### src/rtl/day10_down_timer.sv
// Loadable down-counter with terminal-count pulse, auto-reload
// and a wrapping terminal-count event counter.
module day10_down_timer #(
  parameter int WIDTH = 4,
  parameter int TCW   = 8
) (
  input  logic             clk,
  input  logic             reset,
  input  logic             load_valid_i,
  input  logic [WIDTH-1:0] load_val_i,
  output logic             load_ready_o,
  input  logic             pause_i,
  input  logic             reload_en_i,
  input  logic             abort_i,
  output logic [WIDTH-1:0] count_o,
  output logic             busy_o,
  output logic             tc_o,
  output logic [TCW-1:0]   tc_cnt_o
);

  typedef enum logic [1:0] {
    IDLE,
    COUNT,
    DONE
  } state_t;

  state_t           state_q, state_d;
  logic [WIDTH-1:0] cnt_q, cnt_d;
  logic [WIDTH-1:0] rld_q, rld_d;
  logic [TCW-1:0]   tc_q, tc_d;
  logic             hs;

  assign load_ready_o = (state_q == IDLE) && reset;
  assign hs           = load_valid_i && load_ready_o;
  assign busy_o       = (state_q != IDLE);
  assign tc_o         = (state_q == DONE);
  assign count_o      = cnt_q;
  assign tc_cnt_o     = tc_q;

  always_comb begin
    state_d = state_q;
    cnt_d   = cnt_q;
    rld_d   = rld_q;
    tc_d    = tc_q;
    unique case (state_q)
      IDLE: begin
        if (hs) begin
          cnt_d   = load_val_i;
          rld_d   = load_val_i;
          state_d = (load_val_i != '0) ? COUNT : DONE;
        end
      end
      COUNT: begin
        if (abort_i) begin
          cnt_d   = '0;
          state_d = IDLE;
        end else if (!pause_i) begin
          cnt_d = cnt_q - 1'b1;
          if (cnt_q == WIDTH'(1))
            state_d = DONE;
        end
      end
      DONE: begin
        // The event counts even when aborted out of DONE.
        tc_d = tc_q + 1'b1;
        if (abort_i) begin
          cnt_d   = '0;
          state_d = IDLE;
        end else if (reload_en_i) begin
          cnt_d   = rld_q;
          state_d = (rld_q != '0) ? COUNT : DONE;
        end else begin
          cnt_d   = '0;
          state_d = IDLE;
        end
      end
      default: begin
        cnt_d   = '0;
        state_d = IDLE;
      end
    endcase
  end

  always_ff @(posedge clk) begin
    if (!reset) begin
      state_q <= IDLE;
      cnt_q   <= '0;
      rld_q   <= '0;
      tc_q    <= '0;
    end else begin
      state_q <= state_d;
      cnt_q   <= cnt_d;
      rld_q   <= rld_d;
      tc_q    <= tc_d;
    end
  end

endmodule

### config.mk
export PLATFORM = sky130hd
export DESIGN_NAME = day10_down_timer
export DESIGN_NICKNAME = d
export VERILOG_FILES = /design/src/rtl/day10_down_timer.sv
export SDC_FILE = /design/constraint.sdc
export NUM_CORES = 1
export LEC_CHECK = 0
export CAP_MARGIN = 15
export CORE_MARGIN = 1.5
export CORE_UTILIZATION = 42
export DETAILED_ROUTE_END_ITERATION = 6
export GPL_TIMING_DRIVEN = 1
export PLACE_DENSITY = 0.77
export SYNTH_ARGS = -nofsm -noshare
export SYNTH_HDL_FRONTEND = slang
export SYNTH_SLANG_ARGS = --single-unit
### constraint.sdc
create_clock -name clk -period 1.6 [get_ports clk]
set_clock_uncertainty 0.15 [all_clocks]
set_input_delay 0.32 -clock clk [delete_from_list [all_inputs] [get_ports clk]]
set_output_delay 0.32 -clock clk [all_outputs]
set_load 0.05 [all_outputs]
## Yosys cells after proc, flatten, opt, wreduce, memory -nomap -nowiden

Cells that the tools add are included.

| cells by class | value |
|---|---|
| add/sub/neg operators | 2 |
| eq/ne operators | 6 |
| mux-type cells | 15 |
| reductions and logical operators | 9 |

Operators by type and width:

| cell | count |
|---|---|
| $mux W4 | 5 |
| $mux W2 | 8 |
| $pmux W4 S3 | 1 |
| $add A8 B1 Y8 const B | 1 |
| $reduce_bool A4 Y1 | 2 |
| $ne A3 B3 Y1 const B | 2 |
| $pmux W2 S3 | 1 |
| $eq A4 B1 Y1 const B | 1 |
| $reduce_and A2 Y1 | 2 |
| $sub A4 B1 Y4 const B | 1 |
| $reduce_and A3 Y1 | 1 |
| $eq A2 B1 Y1 const B | 1 |
| $eq A2 B2 Y1 const B | 1 |
| $logic_and A1 B1 Y1 | 2 |
| $logic_not A2 Y1 | 1 |
| $ne A2 B2 Y1 const B | 1 |
| $reduce_bool A2 Y1 | 1 |

| word-level totals | value |
|---|---|
| register bits after elaboration | 18 |
| input port bits | 10 |
| output and inout port bits | 15 |
| logic and storage cells | 36 |

## Depth between registers and ports, before layout

Gate-level depths: netlist (run 1).

| logic depth | value |
|---|---|
| depth in word-level cells | 5 |
| mapped depth | 6 |
| gate-level depth less buffers | 5 |

## Worst setup path after synthesis (run 1)

No wires, ideal clock.

| timing | value |
|---|---|
| path type | reg2out |
| start point | register state_q[0] |
| end point | output port load_ready_o |
| data arrival time | 1.657 ns |
| data required time | 1.130 ns |
| slack | -0.527 ns |
| stages on the path, launching flop included | 5 |
| path buffers | 1 |
| path through | dfxtp_1 > buf_6 > nor2_1 > inv_1 > nor2_1 |

| on the way | value |
|---|---|
| word-level cells in the longest chain between the ends | 2 |

RTL lines:

| element | RTL line | text |
|---|---|---|
| from (decl) | 27 | `state_t state_q, state_d;` |
| from (signal assigned) | 91 | `state_q <= state_d;` |
| $logic_not A2 Y1 | 33 | `assign load_ready_o = (state_q == IDLE) && reset;` |
| $logic_and A1 B1 Y1 | 33 |  |
| to (decl) | 11 | `output logic load_ready_o,` |

No other way between the ends.

## Worst setup path in the final report (run 1)

| timing | value |
|---|---|
| start point | register state_q[1] |
| end point | register state_q[0] |

| on the way | value |
|---|---|
| word-level cells in the longest chain between the ends | 5 |
| elaborated cells on any way between the ends | 10 |
| those cells by class | eq/ne (5); mux (1); reduce/logical (4) |

RTL lines:

| element | RTL line | text |
|---|---|---|
| $logic_not A2 Y1 | 33, 45 |  |
| $logic_and A1 B1 Y1 | 33 |  |
| $logic_and A1 B1 Y1 | 34 | `assign hs = load_valid_i && load_ready_o;` |
| $ne A2 B2 Y1 (no line) | -- |  |
| $reduce_and A3 Y1 (no line) | -- |  |

Several ways; a longest one is shown, not always the timed one.
A chain may end at the register's enable or synchronous reset.

==> metrics.cfg, run 1 <==
[status]
violations=negative setup slack
status=complete, but fails checks

[grt]
overflow=0
track_usage=0.263
grt_max_degree=10
grt_first_pass_wirelength_um=4880
antenna_found_initial=0
grt_pass1_vias=1055

[detailed_routing]
wirelength_um=3090
wl_per_cell_um=16.8
first_iter_violations=38
num_vias=1044
avgViaCountPerCell=5.67
first_pass_iters=4
drc=0
postRouteAntennaNets=0

[pwr]
p_comb_frac=0.342
p_int_w=0.000742
p_leak_nw=0.656
power_switching_w=0.000389
pwr_density_cell_nw_per_um2=705
vdd_drop_max_v=0.000464
netSwitchingFraction=0.344
clkPwrFrac=0.216
seqPwrFrac=0.443

[job]
maxCapViolCount=0

[hold_path]
hp-class=primary input to register
hold-path-endpoint=rld_q[2]
hp-start=load_val_i[2]
worstHoldPathCells=4

[synth]
synth_edf_count=0
synth_top_cells_by_count=18 x dfxtp_1, 18 x nor2_1, 8 x nand2_1
synth_top_family_by_area=simple AND/OR/NAND/NOR gates
syn_avg_cell_area_um2=8.40
synth_fa_ha_area_frac=0.0392
synth_compound_area_frac=0.149
synth_top_cell_by_area=dfxtp_1
yosys.area_share.simple=0.263
ys_seq_area_frac=0.376
synth_top_cell_area_share=0.376
syn_area_um2=957
synth_mux_area_frac=0.0523
synthFlopType=dfxtp_1
synth_area_leaders=dfxtp_1 38%, nor2_1 7.1%, mux2i_1 5.2%, xor2_1 4.6%, ha_1 3.9%
async_reset_ff_frac=0
synth_fp_nets=127
synthXorXnorAreaFrac=0.0549
syn_inst=114
synth_seq_cells=18
ys_warn_count=0
synth.distinct_cells=32

[floorplan]
io_pins=25
die_w_um=50.7
initial_core_util=0.437
die_area_um2=2570
design.core.area_um2=2190
dieHeight_um=50.7
rows=17

[layout]
layout.nets=171
area_delta_synth_final_pct=67.6
final_util=0.732
antenna_cells=0
stdcell_area_um2=1600
drive_gt1_frac=0.385
fin_cells=184

[sta]
hold_violations=0
slew_violations=0
worst_slew_pin_slew_ps=449
setup-tns-final_ps=-489
setup_viol=8
rsz0062_at_grt=true
holdWs_ps=343
clock.fmax_ghz=0.584
setup_ws_ps=-113
relSlewSlack=0.698
finalCritPeriodShare=1.07
min_period_ps=1710

[place]
place_congestion=0.857
hpwlAfterDp_um=2060
io_buffers=24
numPlacedInstances=175
place_area_um2=1480

[setup_path]
crit_type=register to register
cp_max_fo=6
cp-end-kind=register
arrival_ps=1760
cpPeakStageDelay_ps=410
r2r_slack_ps=-110
reg2reg_depth=6
cp_cell_sequence=buf_6 -> buf_4 -> and2b_1 -> a22o_1 -> a211oi_2 -> a21oi_1
cp-start-kind=register
critPathSlowestCell=dfxtp_4
path_delay_family=compound AO/OA/AOI/OAI gates
reg2reg_from=state_q[1]
cp.required_ps=1650
critPathBufInv=2
r2r_end=state_q[0]

[clocking]
htreeDepth=1
clk_latency_ps=310
tritoncts=done
clockBufferDepth=2
cts_root_buffer=clkbuf_4
cts_made_buffers=3
path_clk_slew_ps=110
cts_sinks=18

worst min-delay path, delay by kind of cell:
family                 cells  cell delay [ps]
buffers and inverters      2              320
and+or+nand+nor            1               70
muxes                      1               60
stage by stage:
step | setup slack [ps] | power, W
floorplan | -60.5 | 0.000688
global placement | -307 | 0.000832
detailed placement | -398 | 0.000844
CTS | -51.0 | 0.00110
global route | -134 | 0.00117
finish | -113 | 0.00113
registers in the layout (all words and copies together) (netlist names):
register and count:
tc_cnt_o 8, state_q 2, rld_q 4, count_o 4
power by group through the flow:
stage	sequential (W)	combinational, W	clock, W
floorplan	0.000531	0.000157	0
detailed placement	0.000508	0.000337	0
CTS	0.000498	0.000362	0.000243
finish	0.000500	0.000386	0.000244
global route	0.000503	0.000406	0.000264
global placement	0.000506	0.000326	0
layer usage:
layer,vias up,share of wire,GRT usage
met1,493,0.37,0.279
li1,488,-,-
met4,0,0.046,0.158
met3,17,0.054,0.0446
met2,46,0.53,0.480
met5,-,0,0
cell families after synthesis:
logic type,count (synthesis)
AOI/OAI and AO/OA,21
xor gates and xnor gates,6
adders and majority gates,3
buffers and inverters,12
DFF,18
muxes,5
and+or+nand+nor,49
what timing repair did:
item | CTS | global route
endpoints found under the setup margin | 7 | 9
setup buffers | 4 | 2
pin swaps | 6 | 3
hold buffers | 0 | 0
resized for setup | 22 | 1
final cells by class:
cell class / instances / area, um^2
Tap cell: 28 / 35.0
Clock buffer: 3 / 22.5
Inverter: 5 / 21.3
Fill cell: 151 / 587
Timing Repair Buffer: 46 / 558
Multi-Input combinational cell: 84 / 586
Sequential cell: 18 / 382
cells in the final DEF, fill, tap and decap left out, types with 2 or more instances in the layout:
cell and instances:
dfxtp_2 5, buf_6 2, nor2_4 3, a31oi_1 2, nand4_1 4, ha_1 3
dfxtp_1 9, clkdlybuf4s50_1 5, a221oi_1 2, dfxtp_4 4, nand2_1 8, a21oi_1 4
dlygate4sd2_1 4, o211ai_1 2, and2_1 2, and2b_1 3, buf_4 20, xor2_1 5
mux2i_1 5, nand2b_1 3, clkbuf_4 3, inv_1 3, nor2_1 15, o22ai_1 4
buf_12 15
how the worst max path moves through the flow:
stage,from,end,slack [ps],cells after the start
2_1_floorplan,state_q[0],load_ready_o,-60,4
6_report,state_q[1],state_q[0],-110,6
4_1_cts,state_q[1],tc_o,-50,4
3_3_place_gp,load_val_i[0],state_q[0],-310,4
3_5_place_dp,abort_i,count_o[3],-400,5
5_1_grt,abort_i,count_o[3],-130,5
No activity file was read; power rests on OpenSTA's default activity.
==> inputs of run 2 (changes only) <==
Settings changed: PLACE_DENSITY 0.77 to 0.7.
==> metrics.cfg, run 2 (synthesis results as in run 1) <==
[floorplan]
die_w_um=50.7  ; unchanged
dieHeight_um=50.7  ; unchanged
io_pins=25  ; unchanged
rows=17  ; unchanged
die_area_um2=2570  ; unchanged
initial_core_util=0.437  ; unchanged
design.core.area_um2=2190  ; unchanged

[layout]
final_util=0.730  ; -0.00228
largest_reg_flops=8  ; unchanged
mostFrequentLayoutCell=buf_4
antenna_cells=0  ; unchanged
drive_gt1_frac=0.381  ; -0.00397
area_delta_synth_final_pct=67.1
layout.nets=169  ; -1.2%
layout_common_cells=19 x buf_4, 16 x nor2_1, 15 x buf_12

[sta]
setup_viol=3  ; -5
finalCritPeriodShare=1.01  ; -0.0630
slew_violations=0  ; unchanged
worst_slew_pin_slew_ps=354  ; -95.5 ps
setup_ws_ps=-12.0  ; +101 ps
clock.fmax_ghz=0.620  ; +6.3%
relSlewSlack=0.762  ; +0.0643
hold_violations=0  ; unchanged
min_period_ps=1610  ; -101 ps
rsz0062_at_grt=true

[job]
maxCapViolCount=0  ; unchanged

[setup_path]
crit_type=primary input to register
path_delay_family=simple AND/OR/NAND/NOR gates
crit_path_start=abort_i
critPathBufInv=1  ; -1
cp-start-kind=primary input
cpPeakStageDelay_ps=420  ; about the same
cp-end-kind=register
cp.required_ps=1670  ; +20 ps
reg2reg_from=state_q[0]
cp_cell_sequence=clkdlybuf4s50_1 -> or3b_4 -> nor4_2 -> a21oi_1 -> o22ai_1
critPathSlowestCell=clkdlybuf4s50_1
cp_max_fo=6  ; unchanged
arrival_ps=1680  ; -80 ps

[grt]
grt_max_degree=11  ; +1
antenna_found_initial=0  ; unchanged
track_usage=0.235  ; -0.0282
grt_pass1_vias=1013  ; -4.0%
grt_first_pass_wirelength_um=4490  ; -7.9%
overflow=0  ; unchanged

[detailed_routing]
postRouteAntennaNets=0  ; unchanged
first_pass_iters=4  ; unchanged
drc=0  ; unchanged
avgViaCountPerCell=5.58  ; -1.7%
wl_per_cell_um=14.9  ; -11%
first_iter_violations=14  ; -63%
num_vias=1021  ; -2.2%
wirelength_um=2730  ; -12%

[pwr]
p_int_w=0.000743  ; about the same
seqPwrFrac=0.454  ; +0.011
p_comb_frac=0.336  ; -0.006
p_leak_nw=0.657  ; about the same
netSwitchingFraction=0.328  ; -0.0155
power_switching_w=0.000363  ; -6.6%
pwr_density_cell_nw_per_um2=691  ; -1.9%
clkPwrFrac=0.210  ; -0.006
vdd_drop_max_v=0.000571  ; +23%

[hold_path]
hp-class=primary input to register
hp-start=load_val_i[1]

[place]
hpwlAfterDp_um=2010  ; -2.3%
post-place-ws_ps=-327  ; +71.1 ps
place_congestion=0.892  ; +4.2%
io_buffers=24  ; unchanged

[clocking]
cts_root_buffer=clkbuf_4
cts_hold_buffers=0  ; unchanged
clockBufferDepth=2  ; unchanged
cts_sinks=18  ; unchanged
htreeDepth=1  ; unchanged
cts_made_buffers=3  ; unchanged
tritoncts=done
path_clk_slew_ps=110  ; about the same
clk_latency_ps=290  ; -20 ps

[status]
violations=negative setup slack
status=complete, but fails checks

==> run 2: cell types whose count changed in the layout (fill, tap and decap cells not counted), moves of 2 or more <==
| cell | before | now |
|---|---|---|
| clkdlybuf4s50_1 | 5 | 7 |
| a221oi_2 | 0 | 2 |
| a221oi_1 | 2 | 0 |
| dlygate4sd2_1 | 4 | 1 |
==> run 2: through the flow <==
| stage | power (W) | hold slack [ps] | TNS, ps | instances | cell area [um^2] |
|---|---|---|---|---|---|
| after global placement | 0.000833 | 366 | -2270 | 174 | 1470 |
| after floorplan | 0.000688 | 317 | -60.5 | 114 | 978 |
| after CTS | 0.00109 | 369 | 0 | 182 | 1550 |
| after global routing | 0.00116 | 325 | -175 | 183 | 1600 |
| after detailed placement | 0.000843 | 371 | -2610 | 174 | 1470 |
| final | 0.00111 | 307 | -22.1 | 183 | 1600 |
==> run 2: tightest hold or removal path, stage by stage <==
cell and delay, ps:
dlymetal6s2s_1 120, buf_4 130, mux2i_1 60, nor2_1 80
==> run 2: path summary, 6_finish.rpt <==
check                     to  slack [ps]  cells past startpoint
setup / recovery  count_o[3]         -10                      5
hold / removal      rld_q[1]         310                      4
setup reg to reg  count_o[3]          20                      4
hold reg to reg     rld_q[2]         390                      2
==> run 2: power by group through the flow <==
stage | logic (W) | clock network (W) | registers (W)
global placement | 0.000326 | 0 | 0.000507
floorplan | 0.000157 | 0 | 0.000531
finish | 0.000372 | 0.000232 | 0.000501
global route | 0.000391 | 0.000262 | 0.000505
detailed placement | 0.000335 | 0 | 0.000508
CTS | 0.000354 | 0.000242 | 0.000499
==> run 2: what timing repair did <==
| item | CTS | global route |
|---|---|---|
| setup buffers | 4 | 1 |
| gates cloned | 0 | 0 |
| endpoints found under the setup margin | 9 | 9 |
| pin swaps | 3 | 2 |
| gates resized for setup | 12 | 8 |
==> run 2: layout make-up <==
| class | instances | area, um^2 |
|---|---|---|
| Clock buffer | 3 | 22.5 |
| Clock inverter | 1 | 3.75 |
| Fill cell | 149 | 592 |
| Inverter | 5 | 21.3 |
| Multi-Input combinational cell | 84 | 589 |
| Sequential cell | 18 | 382 |
| Tap cell | 28 | 35.0 |
| Timing Repair Buffer | 44 | 546 |
==> run 2: per-layer routing <==
| metal | up-vias | track usage | wire, um |
|---|---|---|---|
| met2 | 41 | 0.371 | 1320 |
| li1 | 488 | - | - |
| met1 | 486 | 0.312 | 1180 |
| met5 | - | 0 | 0 |
| met4 | 0 | 0.104 | 61 |
| met3 | 6 | 0.0417 | 170 |
